File: src/rtl/mem_stage_access.sv
// mem_stage_access: MEM-stage consumer of the EXE/MEM pipeline register.
// Decodes the memory bits of the control word, runs one load or store on a
// req/ack data-memory port, holds EXE/MEM while the access is outstanding,
// and registers the result bundle toward MEM/WB.
// Optional feature macro: MEM_TIMEOUT_EN (BUSY watchdog, drives o_err).
module mem_stage_access #(
  parameter int ADDR_W  = 16,
  parameter int TIMEOUT = 255
) (
  input  logic              clk,
  input  logic              rst,
  input  logic [15:0]       i_ctrl,
  input  logic [31:0]       i_alu,
  input  logic [31:0]       i_srcReg,
  input  logic [3:0]        i_srcRegDir,
  output logic              o_stall,
  output logic              mem_req,
  output logic              mem_we,
  output logic [ADDR_W-1:0] mem_addr,
  output logic [31:0]       mem_wdata,
  input  logic [31:0]       mem_rdata,
  input  logic              mem_ack,
  output logic [15:0]       o_ctrl,
  output logic [31:0]       o_result,
  output logic [3:0]        o_dstDir,
  output logic              o_valid,
  output logic              o_err
);

  typedef enum logic {
    IDLE = 1'b0,
    BUSY = 1'b1
  } state_t;

  state_t              state_q, state_d;
  logic                mem_req_q, mem_req_d;
  logic                mem_we_q, mem_we_d;
  logic [ADDR_W-1:0]   addr_q, addr_d;
  logic [31:0]         wdata_q, wdata_d;
  // Copy of the instruction's control/destination taken at request issue,
  // so EXE/MEM contents are not needed once the access is in flight.
  logic [15:0]         ctrl_lat_q, ctrl_lat_d;
  logic [3:0]          dst_lat_q, dst_lat_d;
  logic [15:0]         o_ctrl_q, o_ctrl_d;
  logic [31:0]         o_result_q, o_result_d;
  logic [3:0]          o_dst_q, o_dst_d;
  logic                o_valid_q, o_valid_d;
  logic                mem_op;
  logic                timeout_hit;

`ifdef MEM_TIMEOUT_EN
  // Counter only has to reach TIMEOUT-1; kept within 8..16 bits.
  localparam int CNT_RAW = $clog2(TIMEOUT + 1);
  localparam int CNT_W   = (CNT_RAW < 8) ? 8 : ((CNT_RAW > 16) ? 16 : CNT_RAW);

  logic [CNT_W-1:0]    cnt_q, cnt_d;
  logic                o_err_q, o_err_d;

  // Fires in the TIMEOUT-th BUSY cycle that has not seen an ack.
  assign timeout_hit = (state_q == BUSY) && (cnt_q == CNT_W'(TIMEOUT - 1));
  assign o_err       = o_err_q;
`else
  assign timeout_hit = 1'b0;
  assign o_err       = 1'b0;
`endif

  assign mem_op    = i_ctrl[0] | i_ctrl[1];
  assign mem_req   = mem_req_q;
  assign mem_we    = mem_we_q;
  assign mem_addr  = addr_q;
  assign mem_wdata = wdata_q;
  assign o_ctrl    = o_ctrl_q;
  assign o_result  = o_result_q;
  assign o_dstDir  = o_dst_q;
  assign o_valid   = o_valid_q;

  // Next-state, result bundle and stall decode.
  always_comb begin
    state_d    = state_q;
    mem_req_d  = mem_req_q;
    mem_we_d   = mem_we_q;
    addr_d     = addr_q;
    wdata_d    = wdata_q;
    ctrl_lat_d = ctrl_lat_q;
    dst_lat_d  = dst_lat_q;
    o_ctrl_d   = o_ctrl_q;
    o_result_d = o_result_q;
    o_dst_d    = o_dst_q;
    o_valid_d  = 1'b0;
    o_stall    = 1'b0;
`ifdef MEM_TIMEOUT_EN
    cnt_d      = cnt_q;
    o_err_d    = 1'b0;
`endif

    case (state_q)
      IDLE: begin
        if (mem_op) begin
          // Hold EXE/MEM immediately; the request goes out at the next edge.
          o_stall    = 1'b1;
          state_d    = BUSY;
          mem_req_d  = 1'b1;
          mem_we_d   = i_ctrl[1];
          addr_d     = i_alu[ADDR_W-1:0];
          wdata_d    = i_srcReg;
          ctrl_lat_d = i_ctrl;
          dst_lat_d  = i_srcRegDir;
`ifdef MEM_TIMEOUT_EN
          cnt_d      = '0;
`endif
        end else begin
          o_result_d = i_alu;
          o_ctrl_d   = i_ctrl;
          o_dst_d    = i_srcRegDir;
          o_valid_d  = 1'b1;
        end
      end

      BUSY: begin
`ifdef MEM_TIMEOUT_EN
        cnt_d = cnt_q + CNT_W'(1);
`endif
        if (mem_ack) begin
          // Releasing stall now lets EXE/MEM advance on the completion edge.
          state_d    = IDLE;
          mem_req_d  = 1'b0;
          o_valid_d  = 1'b1;
          o_ctrl_d   = ctrl_lat_q;
          o_dst_d    = dst_lat_q;
          o_result_d = mem_we_q ? 32'(addr_q) : mem_rdata;
        end else if (timeout_hit) begin
          // Abandon the access and suppress the register write.
          state_d    = IDLE;
          mem_req_d  = 1'b0;
          o_valid_d  = 1'b1;
          o_ctrl_d   = ctrl_lat_q & ~16'h0004;
          o_dst_d    = dst_lat_q;
          o_result_d = '0;
`ifdef MEM_TIMEOUT_EN
          o_err_d    = 1'b1;
`endif
        end else begin
          o_stall = 1'b1;
        end
      end

      default: begin
        state_d   = IDLE;
        mem_req_d = 1'b0;
      end
    endcase

    if (rst) begin
      o_stall = 1'b0;
    end
  end

  // State, memory-port and result registers; reset returns everything to 0.
  always_ff @(posedge clk) begin
    if (rst) begin
      state_q    <= IDLE;
      mem_req_q  <= 1'b0;
      mem_we_q   <= 1'b0;
      addr_q     <= '0;
      wdata_q    <= '0;
      ctrl_lat_q <= '0;
      dst_lat_q  <= '0;
      o_ctrl_q   <= '0;
      o_result_q <= '0;
      o_dst_q    <= '0;
      o_valid_q  <= 1'b0;
    end else begin
      state_q    <= state_d;
      mem_req_q  <= mem_req_d;
      mem_we_q   <= mem_we_d;
      addr_q     <= addr_d;
      wdata_q    <= wdata_d;
      ctrl_lat_q <= ctrl_lat_d;
      dst_lat_q  <= dst_lat_d;
      o_ctrl_q   <= o_ctrl_d;
      o_result_q <= o_result_d;
      o_dst_q    <= o_dst_d;
      o_valid_q  <= o_valid_d;
    end
  end

`ifdef MEM_TIMEOUT_EN
  // Watchdog counter and error pulse.
  always_ff @(posedge clk) begin
    if (rst) begin
      cnt_q   <= '0;
      o_err_q <= 1'b0;
    end else begin
      cnt_q   <= cnt_d;
      o_err_q <= o_err_d;
    end
  end
`endif

endmodule

File: config.mk
export PLATFORM = sky130hd
export DESIGN_NAME = mem_stage_access
export DESIGN_NICKNAME = d
export VERILOG_FILES = /design/src/rtl/mem_stage_access.sv
export SDC_FILE = /design/constraint.sdc
export NUM_CORES = 1
export LEC_CHECK = 0
export ABC_AREA = 1
export BUFFER_PORTS_ARGS = -buffer_cell sky130_fd_sc_hd__buf_2
export CORE_MARGIN = 2
export CORE_UTILIZATION = 51
export CTS_BUF_LIST = sky130_fd_sc_hd__clkbuf_8 sky130_fd_sc_hd__clkbuf_16
export DETAILED_ROUTE_END_ITERATION = 16
export GPL_TIMING_DRIVEN = 1
export PLACE_DENSITY_LB_ADDON = 0.2
export REMOVE_ABC_BUFFERS = 1
export SLEW_MARGIN = 10
export SYNTH_ARGS = -nofsm -noshare
export SYNTH_HDL_FRONTEND = slang
export SYNTH_SLANG_ARGS = --single-unit
File: constraint.sdc
create_clock -name clk -period 3.62 [get_ports clk]
set_clock_uncertainty 0.2 [all_clocks]
set_input_delay 0.181 -clock clk [delete_from_list [all_inputs] [get_ports clk]]
set_output_delay 0.181 -clock clk [all_outputs]
set_load 0.01 [all_outputs]
==> results of run 1 <==
## cells by family after synthesis
family          synth area share
other cells             0.000730
buf+inv                   0.0833
simple gates               0.366
flops                      0.479
compound gates            0.0709
## cell usage after synthesis
cell type / n
buf_6: 6
clkinv_1: 1
nand2_2: 2
buf_1: 1
clkbuf_1: 12
inv_1: 36
nand2_1: 328
o21ai_0: 67
nand3_1: 17
conb_1: 1
buf_4: 12
o21ai_2: 1
inv_2: 2
nor2_8: 1
dfxtp_1: 123
nor2_1: 135
buf_2: 13
a21oi_1: 1
clkbuf_2: 2
o21ai_1: 3
nor2_4: 2
## placed cells by master (no fill, tap or decap), types with 2 or more instances in the layout
master / netlist / final
clkbuf_16: 0 / 16
dfxtp_1: 123 / 123
inv_2: 2 / 2
dlygate4sd3_1: 0 / 124
buf_2: 13 / 222
clkbuf_8: 0 / 4
o21ai_0: 67 / 67
o21ai_1: 3 / 3
buf_4: 12 / 7
inv_6: 0 / 2
inv_1: 36 / 36
nor2_4: 2 / 2
nand2_1: 328 / 327
bufinv_16: 0 / 3
nand3_1: 17 / 17
clkinvlp_4: 0 / 5
nand2_2: 2 / 3
clkinv_4: 0 / 2
nor2_1: 135 / 135
## routing by layer
layer,GRT usage,wire length (um),up-vias,part of all wire
li1,-,-,2980,-
met1,0.384,7240,2798,0.40
met2,0.563,8750,327,0.49
met3,0.0977,1570,46,0.087
met4,0.133,480,0,0.027
met5,0,0,-,0
## cell type report
type	count	area, um2	share of cell area
clock buffers	20	455	0.0565
inverters	39	146	0.0182
well taps	133	166	0.0207
multi-input cells	558	2260	0.280
clock inverters	12	163	0.0202
flip-flops and latches	123	2460	0.306
repair buffers	353	2400	0.299
## stage by stage
| stage | hold slack, ns | setup slack (ns) |
|---|---|---|
| floorplan | 0.0501 | 0.538 |
| global placement | 0.203 | 1.36 |
| finish | 0.236 | 1.02 |
| CTS | 0.206 | 1.01 |
| global route | 0.239 | 0.884 |
| detailed placement | 0.209 | 1.31 |
## worst max-delay path: cells and delay by family (launching register included)
family        cells  cell delay [ns]
buf+inv           2             0.53
flops             1             0.32
simple gates      3             0.84
## path summary, 6_finish.rpt
path                                             start                         end  slack, ns  cells past startpoint
worst min-delay path                      i_srcReg[21]  mem_wdata[21]$_SDFFE_PP0P_       0.24                      4
worst min register to register  o_ctrl[5]$_SDFFE_PP0P_      o_ctrl[5]$_SDFFE_PP0P_       0.25                      2
worst max-delay path                   state_q$_DFF_P_                     o_stall       1.02                      5
worst max register to register         state_q$_DFF_P_   mem_wdata[1]$_SDFFE_PP0P_       1.13                      6
## power breakdown
group	leakage, nW	switching [mW]	internal, mW
Clock	0.286	0.632	1.11
Sequential	1.02	0.0701	1.48
Combinational	3.07	0.423	0.330
Total	4.38	1.13	2.92
## registers in the layout, summed over array words and instances (netlist names)
register	cells
ctrl_lat_q	16
o_dstDir	4
mem_addr	16
mem_wdata	32
state_q	1
mem_req	1
dst_lat_q	4
o_result	32
o_ctrl	16
o_valid	1
==> run_results.csv, run 1 <==
group,metric,value,unit
outcome,status,"complete, no violations",
placed_design,dpl.cell_count,1082,
critical_path,worstSetupStartpointType,"flop",
power_and_ir_drop,p_per_area,503,nW/um2
critical_path,worstPathCellList,"buf_4 -> nand2_1 -> nand2_2 -> nor2_8 -> buf_2",
routing,viasPerCell,4.97,
routing,wl_per_cell,14.6,um
clocking,root_buffer,"clkbuf_8",
synthesis,ys_top_cells_by_area,"dfxtp_1, nand2_1, nor2_1",
layout,stdcell_area,8050,um2
synthesis,ys_types,21,
grt,overflow,0,
layout,fillerInstances,628,
clocking,cts_buffer_depth,2,
grt,antenna_found_initial,0,
synthesis,yosys.area.top_type,"dfxtp_1",
sta,slew_headroom,0.346,
layout,fin_nets,1211,
floorplanning,coreArea,9770,um2
floorplanning,rows,36,
clocking,clkTransAtPathRegs,0.06,ns
power_and_ir_drop,peakVddDrop,0.308,mV
floorplanning,io_pins,224,
grt,first_global_vias,5989,
synthesis,synth.yosys.seq_area_share,0.479,
routing,dr.pass1.iters,5,
clocking,numCtsBuffers,17,
synthesis,ys_ff_latch,123,
sta,setup_viol,0,
critical_path,crit_fanout,54,
sta,hold_violations,0,
clocking,cts.repair.resized,0,
sta,slew_viol_final,0,
clocking,post_cts_buffers,0,
power_and_ir_drop,p_leak,4.38,nW
placed_design,globalplace.congestion,0.797,
synthesis,synth.avg_cell_area,6.71,um2
routing,vias,6151,
synthesis,synth_top_area_share,0.479,
grt,grt_max_degree,69,
critical_path,cp.required,3.24,ns
hold_path,hold_class,"in2reg",
sta,finalCriticalPeriod,2.60,ns
routing,postRouteWirelength,18000,um
clocking,htree_levels,4,
floorplanning,die_h,104,um
synthesis,syn_area,5140,um2
clocking,clkSinkCount,123,
sta,fin_setup_tns,0,ns
critical_path,slowest_stage,"nor2_8",
layout,instances_no_fill,1238,
floorplanning,dieWidth,104,um
layout,n_antenna_cell,0,
placed_design,port_buffers,222,
clocking,holdBufCountCts,124,
sta,rsz0062_at_grt,"no",
routing,postRouteAntennaNets,0,
clocking,clock_latency,0.51,ns
grt,grt_util_all_layers,0.329,
critical_path,path_class,"reg2out",
floorplanning,dieArea,10900,um2
layout,drive_above_1_share,0.244,
placed_design,hpwl,9110,um
critical_path,max_stage_delay,0.59,ns
synthesis,ys_warn_count,0,
routing,drc,0,
sta,worst_pin_slew,0.982,ns
critical_path,cp-end-kind,"output pin",
synthesis,syn_inst,766,
floorplanning,start_util,0.525,
sta,finalCritPeriodShare,0.718,
layout,fin_util,0.824,
layout,area_growth_syn_to_layout,56.8,%
grt,grt_pass1_wl,29000,um
run,maxCapViolCount,0,
clocking,cts_tree,"built",
power_and_ir_drop,power,4.05,mW
critical_path,arrival,2.22,ns
placed_design,placement.cell_area,6190,um2
sta,fmax,0.385,GHz
routing,drt_iter0_markers,430,
No activity file was read; power rests on OpenSTA's default activity.
==> run 2, diff against run 1 <==
--- a/config.mk
+++ b/config.mk
@@ -5,10 +5,10 @@
 export SDC_FILE = /design/constraint.sdc
 export NUM_CORES = 1
 export LEC_CHECK = 0
-export ABC_AREA = 1
+export ABC_AREA = 0
 export BUFFER_PORTS_ARGS = -buffer_cell sky130_fd_sc_hd__buf_2
 export CORE_MARGIN = 2
-export CORE_UTILIZATION = 51
+export CORE_UTILIZATION = 42
 export CTS_BUF_LIST = sky130_fd_sc_hd__clkbuf_8 sky130_fd_sc_hd__clkbuf_16
 export DETAILED_ROUTE_END_ITERATION = 16
 export GPL_TIMING_DRIVEN = 1
==> constraint.sdc (replaced) <==
create_clock -name clk -period 2.15 [get_ports clk]
set_clock_uncertainty 0.2 [all_clocks]
set_input_delay 0.1075 -clock clk [delete_from_list [all_inputs] [get_ports clk]]
set_output_delay 0.1075 -clock clk [all_outputs]
set_load 0.01 [all_outputs]
==> run 2 against run 1 <==
  * Sequential share of layout area grew 0.71 points
  * Area after synthesis shrank 7.9%
  * Cell count shrank 18%
  * First-iteration DRC count shrank 22%
  * Routed wire length shrank 11%
  * Via count shrank 16%
  * Core utilization shrank 10 points
  * Critical path type is now in2out
  * Non-clock buffer count grew 12
  * Flip-flop and latch count is the same
  * Critical endpoint unchanged
  * Power grew 61%
  * Largest cell class is now non-clock buffers
==> run_results.csv, run 2 <==
group,metric,value,unit
outcome,status,"complete, no violations",
clocking,clkTransAtPathRegs,0.06,ns
sta,fin_setup_tns,0,ns
sta,fmax,0.507,GHz
power_and_ir_drop,p_per_area,828,nW/um2
synthesis,ys_top_cells_by_area,"dfxtp_1, nand2_1, a21oi_1",
clocking,clkSinkCount,123,
grt,grt_max_degree,57,
synthesis,post-synth-top-count-cell,"nand2_1",
synthesis,synth.yosys.seq_area_share,0.520,
clocking,root_buffer,"clkbuf_16",
sta,rsz0062_at_grt,"no",
run,maxCapViolCount,0,
layout,fin_nets,979,
power_and_ir_drop,p_leak,3.66,nW
synthesis,async_reset_ff_frac,0,
layout,layout_commonest_cell,"buf_2",
layout,area_growth_syn_to_layout,66.6,%
placed_design,port_buffers,222,
synthesis,synth_top_area_share,0.520,
power_and_ir_drop,power,6.53,mW
sta,slew_viol_final,0,
critical_path,startpoint,"rst",
grt,first_global_vias,5189,
clocking,cts_buffer_depth,2,
layout,fin_util,0.721,
clocking,post_cts_buffers,0,
critical_path,arrival,1.66,ns
grt,grt_util_all_layers,0.259,
synthesis,yosys.area.top_type,"dfxtp_1",
floorplanning,dieWidth,110,um
synthesis,ys_top_cells_by_count,"nand2_1, dfxtp_1, a21oi_1",
sta,setup_viol,0,
grt,grt_pass1_wl,24400,um
critical_path,cp-end-kind,"output pin",
synthesis,syn_area,4730,um2
routing,postRouteAntennaNets,0,
sta,slew_headroom,0.536,
routing,drc,0,
floorplanning,rows,38,
routing,vias,5138,
synthesis,ys_warn_count,0,
clocking,numCtsBuffers,17,
clocking,cts_tree,"built",
routing,wl_per_cell,15.9,um
synthesis,ys_types,27,
sta,finalCriticalPeriod,1.97,ns
critical_path,cp.required,1.84,ns
layout,drive_above_1_share,0.314,
routing,viasPerCell,5.08,
floorplanning,die_h,110,um
layout,n_antenna_cell,0,
layout,stdcell_area,7880,um2
power_and_ir_drop,peakVddDrop,0.854,mV
synthesis,synth.avg_cell_area,9.15,um2
hold_path,hold_class,"in2reg",
grt,antenna_found_initial,0,
routing,postRouteWirelength,16100,um
placed_design,placement.cell_area,5940,um2
sta,hold_violations,0,
synthesis,ys.flop_type,"dfxtp_1",
critical_path,worstSetupStartpointType,"primary input",
critical_path,path_class,"in2out",
synthesis,syn_inst,517,
placed_design,globalplace.congestion,0.808,
critical_path,crit_fanout,18,
clocking,clock_latency,0.40,ns
floorplanning,start_util,0.433,
grt,overflow,0,
critical_path,r2r_start,"state_q$_DFF_P_",
placed_design,hpwl,8800,um
floorplanning,io_pins,224,
routing,dr.pass1.iters,6,
synthesis,synth_edf_count,0,
clocking,htree_levels,4,
routing,drt_iter0_markers,337,
critical_path,r2r_slack,0.19,ns
floorplanning,dieArea,12100,um2
sta,worst_pin_slew,0.693,ns
layout,mostFrequentLayoutCells,"buf_2, nand2_1, dlygate4sd3_1",
floorplanning,coreArea,10900,um2
hold_path,hp-start,"i_ctrl[1]",
sta,finalCritPeriodShare,0.917,
synthesis,ys_ff_latch,123,
==> run 2: cell types whose count changed after synthesis, moves of 16 or more <==
| cell | change |
|---|---|
| a21oi_1 | +83 |
| a221o_1 | +16 |
| inv_1 | -34 |
| mux2i_1 | +34 |
| nand2_1 | -195 |
| nand3_1 | -17 |
| nor2_1 | -117 |
| nor2b_1 | +17 |
| o21ai_0 | -66 |
| o2bb2ai_1 | +32 |
==> run 2: logic make-up (layout without fill, tap and decap cells) <==
| family | after synthesis | count (layout) | share of synthesized area |
|---|---|---|---|
| AND/OR/NAND/NOR | 175 | 175 | 0.160 |
| buffers and inverters | 44 | 398 | 0.0481 |
| flip-flops | 123 | 123 | 0.520 |
| multiplexers | 34 | 34 | 0.0719 |
| AO/OA/AOI/OAI | 140 | 141 | 0.199 |
| other | 1 | 1 | 0.000793 |
==> run 2: timing repair <==
action | CTS | global route
setup endpoints to repair | 0 | 16
resized for setup | 0 | 2
hold buffers | 129 | 0
endpoints found under the hold margin | 119 | 0
==> run 2: final timing paths <==
path / endpoint / cells after the start
min: mem_addr[8]$_SDFFE_PP0P_ / 4
max reg2reg: ctrl_lat_q[12]$_SDFFE_PP0P_ / 5
min reg2reg: mem_wdata[11]$_SDFFE_PP0P_ / 2
max: o_stall / 5
==> run 2: cell type report <==
cell class | instances | area, um2
clock inverters | 10 | 125
clock buffers | 21 | 480
fillers | 760 | 3050
inverters | 2 | 7.51
flip-flops and latches | 123 | 2470
multi-input cells | 351 | 2070
repair buffers | 365 | 2560
well taps | 140 | 175
==> run 2: routing by layer <==
metal	up-vias	share of wire	track usage
met5	-	0	0
met4	0	0.017	0.0946
met3	25	0.078	0.0829
met2	214	0.49	0.455
met1	2420	0.42	0.294
li1	2479	-	-
==> run 2: worst max-delay path, stage by stage <==
cell and delay (ns):
dlygate4sd3_1 0.57, buf_2 0.27, nor3b_4 0.31, buf_4 0.24
buf_2 0.16
==> run 2: where the power goes <==
group | internal (mW) | switching [mW]
combinational | 0.540 | 0.537
sequential | 2.45 | 0.101
clock | 1.92 | 0.980
total | 4.91 | 1.62
==> run 2: per-stage QoR <==
step	hold WS (ns)	setup slack, ns	std cells
final	0.102	0.179	1012
after floorplan	-0.0234	-1.06	475
after global placement	0.147	0.306	850
after CTS	0.0733	0.0610	1010
after detailed placement	0.154	0.212	850
after global routing	0.133	0.0729	1012
==> run 3, diff against run 2 <==
--- a/config.mk
+++ b/config.mk
@@ -12,7 +12,7 @@
 export CTS_BUF_LIST = sky130_fd_sc_hd__clkbuf_8 sky130_fd_sc_hd__clkbuf_16
 export DETAILED_ROUTE_END_ITERATION = 16
 export GPL_TIMING_DRIVEN = 1
-export PLACE_DENSITY_LB_ADDON = 0.2
+export PLACE_DENSITY = 0.76
 export REMOVE_ABC_BUFFERS = 1
 export SLEW_MARGIN = 10
 export SYNTH_ARGS = -nofsm -noshare
==> run 3 against run 2 <==
  * Hold slack got worse by 0.044 ns
  * Clock-buffer cell count stayed put
  * Combinational power about the same
  * Critical path depth stayed put
  * First-iteration DRC count rose by 15%
  * Routed wire length grew 2.8%
  * Die area unchanged
  * Final area fell by 1.3%
  * Sequential power barely moved
  * Power shrank 0.58%
  * Worst setup slack lost 0.046 ns
  * Sequential share of layout area increased by 0.40 points
  * Critical endpoint is now ctrl_lat_q[3]$_SDFFE_PP0P_
  * Largest power group unchanged
==> run_results.csv, run 3 (synthesized netlist as in run 2, its figures left out) <==
group,metric,value,unit
outcome,status,"complete, no violations",
floorplanning,dieArea,12100,um2
floorplanning,coreArea,10900,um2
routing,wl_per_cell,16.6,um
routing,drc,0,
placed_design,dpl.cell_count,849,
sta,setup_viol,0,
critical_path,worstSetupStartpointType,"flop",
clocking,htree_levels,4,
grt,grt_max_degree,61,
layout,fillerInstances,775,
placed_design,port_buffers,222,
floorplanning,rows,38,
grt,first_global_vias,5168,
critical_path,arrival,2.16,ns
routing,dr.pass1.iters,4,
placed_design,globalplace.congestion,0.758,
critical_path,cp.required,2.29,ns
grt,antenna_found_initial,0,
layout,fin_nets,968,
clocking,root_buffer,"clkbuf_16",
layout,mostFrequentLayoutCells,"buf_2, nand2_1, dfxtp_1",
critical_path,startpoint,"state_q$_DFF_P_",
power_and_ir_drop,p_per_area,834,nW/um2
routing,postRouteAntennaNets,0,
routing,postRouteWirelength,16600,um
critical_path,max_stage_delay,0.55,ns
clocking,clkTransAtPathRegs,0.05,ns
layout,area_growth_syn_to_layout,64.5,%
sta,rsz0062_at_grt,"no",
grt,overflow,0,
sta,fmax,0.496,GHz
layout,instances_no_fill,999,
sta,finalCriticalPeriod,2.02,ns
routing,vias,5131,
power_and_ir_drop,p_leak,3.59,nW
sta,hold_violations,0,
floorplanning,io_pins,224,
routing,drt_iter0_markers,388,
critical_path,crit_buf_inv,2,
floorplanning,dieWidth,110,um
sta,fin_setup_tns,0,ns
layout,fin_util,0.712,
placed_design,hpwl,9500,um
sta,slew_headroom,0.552,
critical_path,path_delay_family,"buffers and inverters",
run,maxCapViolCount,0,
critical_path,path_class,"reg2reg",
clocking,clkSinkCount,123,
power_and_ir_drop,peakVddDrop,0.517,mV
sta,finalCritPeriodShare,0.938,
layout,drive_above_1_share,0.319,
layout,layout_commonest_cell,"buf_2",
critical_path,worstPathCellList,"o21ba_2 -> buf_6 -> nand2_1 -> a21oi_1 -> dlygate4sd3_1",
floorplanning,die_h,110,um
critical_path,r2r_start,"state_q$_DFF_P_",
critical_path,crit_fanout,37,
sta,slew_viol_final,0,
hold_path,hp-start,"i_ctrl[0]",
grt,grt_pass1_wl,25000,um
layout,n_antenna_cell,0,
floorplanning,start_util,0.433,
clocking,cts_tree,"built",
critical_path,slowest_stage,"dlygate4sd3_1",
clocking,clock_latency,0.40,ns
routing,viasPerCell,5.14,
sta,worst_pin_slew,0.672,ns
clocking,cts_buffer_depth,2,
critical_path,cp-end-kind,"flop",
clocking,numCtsBuffers,17,
hold_path,hold_class,"in2reg",
grt,grt_util_all_layers,0.268,
==> run 3: cell count changes in the layout (fill, tap and decap cells not counted) <==
cell | previous run | this run
inv_1 | 6 | 3
o21bai_2 | 1 | 0
buf_6 | 0 | 1
buf_12 | 3 | 5
clkinv_2 | 1 | 2
buf_8 | 0 | 1
clkbuf_16 | 18 | 17
buf_4 | 10 | 7
dlygate4sd3_1 | 129 | 119
==> run 3: tightest hold or removal path, stage by stage <==
cell,delay [ns]
buf_2,0.16
inv_1,0.09
a2bb2oi_1,0.19
nor2_1,0.06
==> run 3: final timing paths <==
kind	end	slack, ns	cells past startpoint
max	ctrl_lat_q[3]$_SDFFE_PP0P_	0.13	5
min	ctrl_lat_q[0]$_SDFFE_PP0P_	0.06	4
max reg2reg	ctrl_lat_q[3]$_SDFFE_PP0P_	0.13	5
min reg2reg	mem_wdata[18]$_SDFFE_PP0P_	0.25	2
==> run 3: repair_timing <==
action / 4_1_cts / 5_1_grt
endpoints found under the setup margin: 0 / 30
gates resized for setup: 0 / 5
hold buffers: 119 / 0
buffers inserted: 0 / 2
hold endpoints to repair: 119 / 0
==> run 3: power by group <==
group | switching, mW | internal [mW] | total, mW
registers | 0.105 | 2.45 | 2.56
clock network | 0.949 | 1.92 | 2.87
logic | 0.542 | 0.526 | 1.07
total | 1.60 | 4.89 | 6.49
==> run 3: cell type report <==
type                       instances  area [um2]  area share
inverter                           2        7.51    0.000964
timing repair buffer             355        2480       0.319
sequential                       123        2470       0.317
multi-input combinational        350        2050       0.264
clock inverter                     8         119      0.0153
tap                              140         175      0.0225
clock buffer                      21         480      0.0617
==> run 3: per-stage QoR <==
stage | power [mW] | setup WS, ns | instance area, um2 | hold WS, ns
floorplan | 3.01 | -1.06 | 4510 | -0.0234
finish | 6.49 | 0.133 | 7780 | 0.0577
global placement | 3.42 | 0.157 | 5950 | 0.147
detailed placement | 3.46 | -0.0168 | 5950 | 0.154
CTS | 6.49 | 0.00694 | 7740 | 0.0258
global route | 6.74 | 0.0515 | 7780 | 0.0830
==> run 3: layer usage <==
layer,global-route usage,routed length [um],vias up
li1,-,-,2444
met1,0.296,6550,2409
met2,0.463,8140,238
met3,0.0811,1420,40
met4,0.142,474,0
met5,0,0,-
